--- config.mk ---
export PLATFORM = sky130hd
export DESIGN_NAME = dmem_boot_loader
export DESIGN_NICKNAME = d
export VERILOG_FILES = /design/src/rtl/dmem_boot_loader.sv
export SDC_FILE = /design/constraint.sdc
export NUM_CORES = 1
export LEC_CHECK = 0
export CORE_UTILIZATION = 28
export CTS_BUF_LIST = sky130_fd_sc_hd__clkbuf_4
export CTS_CLUSTER_DIAMETER = 80
export DETAILED_ROUTE_END_ITERATION = 6
export SLEW_MARGIN = 10
export SYNTH_ARGS = -nofsm -noshare
export SYNTH_HDL_FRONTEND = slang
export SYNTH_SLANG_ARGS = --single-unit
--- constraint.sdc ---
create_clock -name clk -period 2.1 [get_ports clk]
set_input_delay 0.21 -clock clk [delete_from_list [all_inputs] [get_ports clk]]
set_output_delay 0.21 -clock clk [all_outputs]
set_load 0.02 [all_outputs]
--- src/rtl/dmem_boot_loader.sv ---
// Boot sequencer: holds the core in reset, streams a host image into data memory, then releases the core.
// Host writes reach the memory one cycle after accept; s_ready drops once all words are taken.
module dmem_boot_loader #(
  parameter logic [31:0] BASE_ADDR = 32'h0000_0000,
  parameter int          MAX_WORDS = 64,
  parameter int          LEN_W     = 16
) (
  input  logic             clk,
  input  logic             reset,
  input  logic             start,
  input  logic [LEN_W-1:0] load_len,
  input  logic             s_valid,
  input  logic [31:0]      s_data,
  output logic             s_ready,
  input  logic             halt,
  input  logic             cpu_MemWrite,
  input  logic [31:0]      cpu_DataAdr,
  input  logic [31:0]      cpu_WriteData,
  output logic             cpu_reset,
  output logic             MemWrite,
  output logic [31:0]      DataAdr,
  output logic [31:0]      WriteData,
  output logic             busy,
  output logic             done,
  output logic             len_err
);

  localparam int IDX_W = $clog2(MAX_WORDS + 1);

  typedef enum logic [1:0] {
    S_HOLD,
    S_LOAD,
    S_DRAIN,
    S_RUN
  } state_t;

  state_t            state_q, state_d;
  logic [IDX_W-1:0]  idx_q, idx_d;
  logic [IDX_W-1:0]  len_q, len_d;
  logic              len_err_q, len_err_d;
  logic              wr_pend_q, wr_pend_d;
  logic [31:0]       wr_addr_q, wr_addr_d;
  logic [31:0]       wr_data_q, wr_data_d;
  logic              done_q, done_d;

  logic              len_over;
  logic [IDX_W-1:0]  len_clamp;
  logic [IDX_W-1:0]  idx_inc;

  // Compare at 32 bits so any LEN_W clamps correctly against MAX_WORDS.
  assign len_over  = (32'(load_len) > 32'(MAX_WORDS));
  assign len_clamp = len_over ? IDX_W'(MAX_WORDS) : IDX_W'(load_len);
  assign idx_inc   = idx_q + IDX_W'(1);

  always_comb begin
    state_d   = state_q;
    idx_d     = idx_q;
    len_d     = len_q;
    len_err_d = len_err_q;
    wr_pend_d = 1'b0;
    wr_addr_d = wr_addr_q;
    wr_data_d = wr_data_q;
    done_d    = 1'b0;
    s_ready   = 1'b0;

    case (state_q)
      S_HOLD: begin
        if (start) begin
          len_d     = len_clamp;
          len_err_d = len_over;
          idx_d     = '0;
          state_d   = (len_clamp == '0) ? S_DRAIN : S_LOAD;
        end
      end
      S_LOAD: begin
        s_ready = (idx_q < len_q);
        if (s_valid && s_ready) begin
          wr_pend_d = 1'b1;
          wr_data_d = s_data;
          wr_addr_d = BASE_ADDR + (32'(idx_q) << 2);
          idx_d     = idx_inc;
          if (idx_inc == len_q) begin
            state_d = S_DRAIN;
          end
        end
      end
      S_DRAIN: begin
        state_d = S_RUN;
        done_d  = 1'b1;
      end
      S_RUN: begin
        if (halt) begin
          state_d = S_HOLD;
        end
      end
      default: state_d = S_HOLD;
    endcase
  end

  always_ff @(posedge clk) begin
    if (reset) begin
      state_q   <= S_HOLD;
      idx_q     <= '0;
      len_q     <= '0;
      len_err_q <= 1'b0;
      wr_pend_q <= 1'b0;
      wr_addr_q <= '0;
      wr_data_q <= '0;
      done_q    <= 1'b0;
    end else begin
      state_q   <= state_d;
      idx_q     <= idx_d;
      len_q     <= len_d;
      len_err_q <= len_err_d;
      wr_pend_q <= wr_pend_d;
      wr_addr_q <= wr_addr_d;
      wr_data_q <= wr_data_d;
      done_q    <= done_d;
    end
  end

  // The memory port belongs to the core only in RUN; otherwise the write register owns it.
  always_comb begin
    cpu_reset = (state_q != S_RUN);
    busy      = (state_q == S_LOAD) || (state_q == S_DRAIN);
    done      = done_q;
    len_err   = len_err_q;
    MemWrite  = wr_pend_q;
    DataAdr   = wr_addr_q;
    WriteData = wr_data_q;
    if (state_q == S_RUN) begin
      MemWrite  = cpu_MemWrite;
      DataAdr   = cpu_DataAdr;
      WriteData = cpu_WriteData;
    end
  end

endmodule

==> impl_metrics.json, run 1 <==
{
  "maxCapViolCount": 0,
  "finalCritPeriodShare_pct": 102,
  "root_buffer": "clkbuf_4",
  "die_area_um2": 12500,
  "yosysTopAreaCell": "dfxtp_1",
  "p_per_area_nw_per_um2": 523,
  "path_max_fanout": 5,
  "synth_edf_count": 0,
  "critPathSlowestCell": "or4b_4",
  "num_antenna_cells": 0,
  "maxSlewViolCount": 0,
  "cts_max_level": 3,
  "gp_congestion": 0.855,
  "skew_ns": 0.0199,
  "numCtsBuffers": 9,
  "synthArstFlopShare_pct": 0,
  "synth_cell_type_count": 55,
  "fill_cells": 1185,
  "drt-initial-drc-count": 169,
  "ys_warn_count": 0,
  "synth_top_area_share_pct": 34.3,
  "overflow": 0,
  "synthCells": 408,
  "syn_area_um2": 3380,
  "irDropWorstVdd_v": 0.000422,
  "cts_buffer_depth": 2,
  "cp.required_ns": 2.42,
  "timing.rr.end": "idx_q[2]",
  "drive_gt1_share_pct": 23.5,
  "startpoint": "len_q[6]",
  "fmax_mhz": 468,
  "clock_sinks": 58,
  "setup_violations": 3,
  "crit_type": "reg2reg",
  "antenna_found_initial": 0,
  "total_power_uw": 3010,
  "drc": 20,
  "status": "complete, but fails checks",
  "via_per_inst": 4.82,
  "ys_top_cells_by_area": "dfxtp_1 34%, mux2_2 13%, nand2_1 9.3%",
  "die_w_um": 112,
  "ys.flop_type": "dfxtp_1",
  "ys_top_cells_by_count": "84 x nand2_1, 58 x dfxtp_1, 48 x a21oi_1, 40 x mux2_2, 25 x and2_1",
  "slowest_delay_ns": 0.59,
  "worst_hold_slack_ns": 0.307,
  "synth-seq-area-share_pct": 34.3,
  "grt_usage_pct": 17.9,
  "rr_worst_depth": 7,
  "hold_viol_final": 0,
  "wl_mm": 11.4,
  "grt_pass1_wl_mm": 17.7,
  "wl_per_cell_um": 15.1,
  "min_path_type": "in2reg",
  "syn_area_per_cell_um2": 8.29,
  "die_height_um": 112,
  "tightestPinTransition_ns": 0.579,
  "setup_slack_ns": -0.0372,
  "via_count": 3663,
  "critPathLaunchType": "flop",
  "synth.most_common_cell": "nand2_1",
  "drt.antenna.violating_nets": 0,
  "arrival_ns": 2.46,
  "maxSlewHeadroom_pct": 61.4,
  "core-area_um2": 11600,
  "r2r_setup_slack_ns": -0.04,
  "dr.pass1.iters": 7,
  "path_cells": "inv_2, ha_4, a41oi_4, o211ai_2, or4b_4, or3_4, a21oi_2",
  "first_global_vias": 3537,
  "ctsHoldBuffers": 0,
  "layout_min_cycle_time_ns": 2.14,
  "r2r_start": "len_q[6]",
  "io_buffers": 187,
  "tns_ns": -0.0632,
  "hpwl_mm": 8.47,
  "cp-endpoint": "idx_q[2]",
  "p_leak_uw": 0.00243,
  "area_growth_syn_to_layout_pct": 70.0,
  "rsz0062_at_grt": "true",
  "worst_setup_path_end_kind": "flop",
  "grt_max_degree": 41,
  "rows": 39,
  "ioPinCount": 188,
  "ys_ff_latch": 58,
  "synth_nets": 538,
  "cts_tree": "yes",
  "path_clk_slew_ns": 0.10,
  "nNetsFinal": 742,
  "clk_latency_ns": 0.40,
  "violations": "design-rule violations, negative setup slack",
  "floorplan.initialDensity_pct": 29.1
}
## report_power, final
part | internal [µW] | total (µW) | switching (µW)
clock network | 238 | 681 | 443
registers | 1160 | 1200 | 41.5
logic | 602 | 1120 | 519
## flip-flops by register name, indices dropped and copies added, names as in the netlist
name / flops
wr_data_q: 32
done: 1
idx_q: 7
wr_addr_q: 7
len_err: 1
wr_pend_q: 1
state_q: 2
len_q: 7
## kinds of logic (layout without fill, tap and decap cells)
family / after synthesis / count (layout) / share of synthesized area (%)
buffers and inverters: 41 / 250 / 5.40
AND/OR/NAND/NOR: 156 / 156 / 22.5
multiplexers: 41 / 41 / 13.6
AO/OA/AOI/OAI: 93 / 93 / 17.9
adder cells (fa/ha/maj): 12 / 12 / 4.44
XOR/XNOR: 7 / 7 / 1.81
flip-flops: 58 / 58 / 34.3
## layout by cell type (no fill, tap or decap), types with 3 or more instances in the layout
| master | count |
|---|---|
| a21oi_1 | 42 |
| a21oi_2 | 7 |
| a22oi_1 | 6 |
| and2_1 | 25 |
| buf_12 | 5 |
| buf_2 | 20 |
| buf_4 | 25 |
| clkbuf_4 | 9 |
| clkdlybuf4s50_1 | 120 |
| clkinvlp_4 | 3 |
| dfxtp_1 | 48 |
| dfxtp_2 | 8 |
| dlygate4sd2_1 | 45 |
| ha_1 | 8 |
| ha_4 | 4 |
| inv_1 | 13 |
| mux2_2 | 40 |
| nand2_1 | 84 |
| nand3_1 | 6 |
| nand4_1 | 3 |
| nor2_1 | 12 |
| nor2b_1 | 3 |
| nor4_1 | 3 |
| o211a_1 | 3 |
| o211ai_1 | 3 |
| o21ai_0 | 8 |
| o31a_2 | 5 |
| or3_1 | 4 |
| xor2_1 | 5 |
## per-stage QoR
stage	worst slack, ns	cells	util [%]	area, µm²
after floorplan	0.0155	408	-	3410
after global placement	0.0129	737	48.1	5580
after detailed placement	-0.103	737	48.1	5580
after CTS	-0.0121	757	49.7	5770
after global routing	-0.102	760	49.5	5750
final	-0.0372	760	49.5	5750
## critical path: cells and delay by family (launching register included)
kind / cells / cell delay [ns]
AO/OA/AOI/OAI: 3 / 0.52
flip-flops: 1 / 0.35
adder cells (fa/ha/maj): 1 / 0.23
buffers and inverters: 1 / 0.05
AND/OR/NAND/NOR: 2 / 0.94
## cell type report
class                   instances  area, µm²  area share [%]
flip-flops and latches         58       1180            20.5
inverters                      14       52.6           0.914
repair buffers                220       2080            36.2
clock inverters                 7       45.0           0.784
clock buffers                   9       67.6            1.18
multi-input cells             309       2140            37.3
well taps                     143        179            3.11
## metal layers
layer	part of all wire (%)	wire (µm)	track usage, %	vias to the layer above
met2	49	5570	31.3	142
met3	7.6	870	5.39	4
li1	-	-	-	1835
met5	0	0	0	-
met1	43	4940	21.4	1682
met4	0.59	67	3.96	0
## how the worst min path moves through the flow
stage | cells past startpoint | endpoint | slack, ns | from
after floorplan | 2 | wr_data_q[0] | 0.35 | s_data[0]
after global placement | 2 | wr_data_q[27] | 0.44 | wr_data_q[27]
after detailed placement | 2 | wr_data_q[16] | 0.45 | wr_data_q[16]
after CTS | 2 | len_q[0] | 0.26 | reset
after global routing | 2 | len_q[0] | 0.29 | reset
final | 2 | len_q[0] | 0.31 | reset
## repair_timing
action | 4_1_cts | 5_1_grt
buffers inserted | 3 | 1
resized for setup | 123 | 28
gates cloned | 1 | 2
hold endpoints to repair | 0 | 0
pin swaps | 4 | 3
setup endpoints to repair | 97 | 45
(Power assumes the default switching activity.)
==> inputs of run 2 (changes only) <==
--- a/config.mk
+++ b/config.mk
@@ -9,6 +9,7 @@
 export CTS_BUF_LIST = sky130_fd_sc_hd__clkbuf_4
 export CTS_CLUSTER_DIAMETER = 80
 export DETAILED_ROUTE_END_ITERATION = 6
+export HOLD_SLACK_MARGIN = 0.08
 export SLEW_MARGIN = 10
 export SYNTH_ARGS = -nofsm -noshare
 export SYNTH_HDL_FRONTEND = slang
==> results of run 2 <==
No change in the layout: final DEF, timing and power equal those of run 1.
==> inputs of run 3 (changes only) <==
--- a/config.mk
+++ b/config.mk
@@ -10,7 +10,6 @@
 export CTS_CLUSTER_DIAMETER = 80
 export DETAILED_ROUTE_END_ITERATION = 6
 export HOLD_SLACK_MARGIN = 0.08
-export SLEW_MARGIN = 10
 export SYNTH_ARGS = -nofsm -noshare
 export SYNTH_HDL_FRONTEND = slang
 export SYNTH_SLANG_ARGS = --single-unit
==> results of run 3 <==
No change in the layout: final DEF, timing and power equal those of run 1.
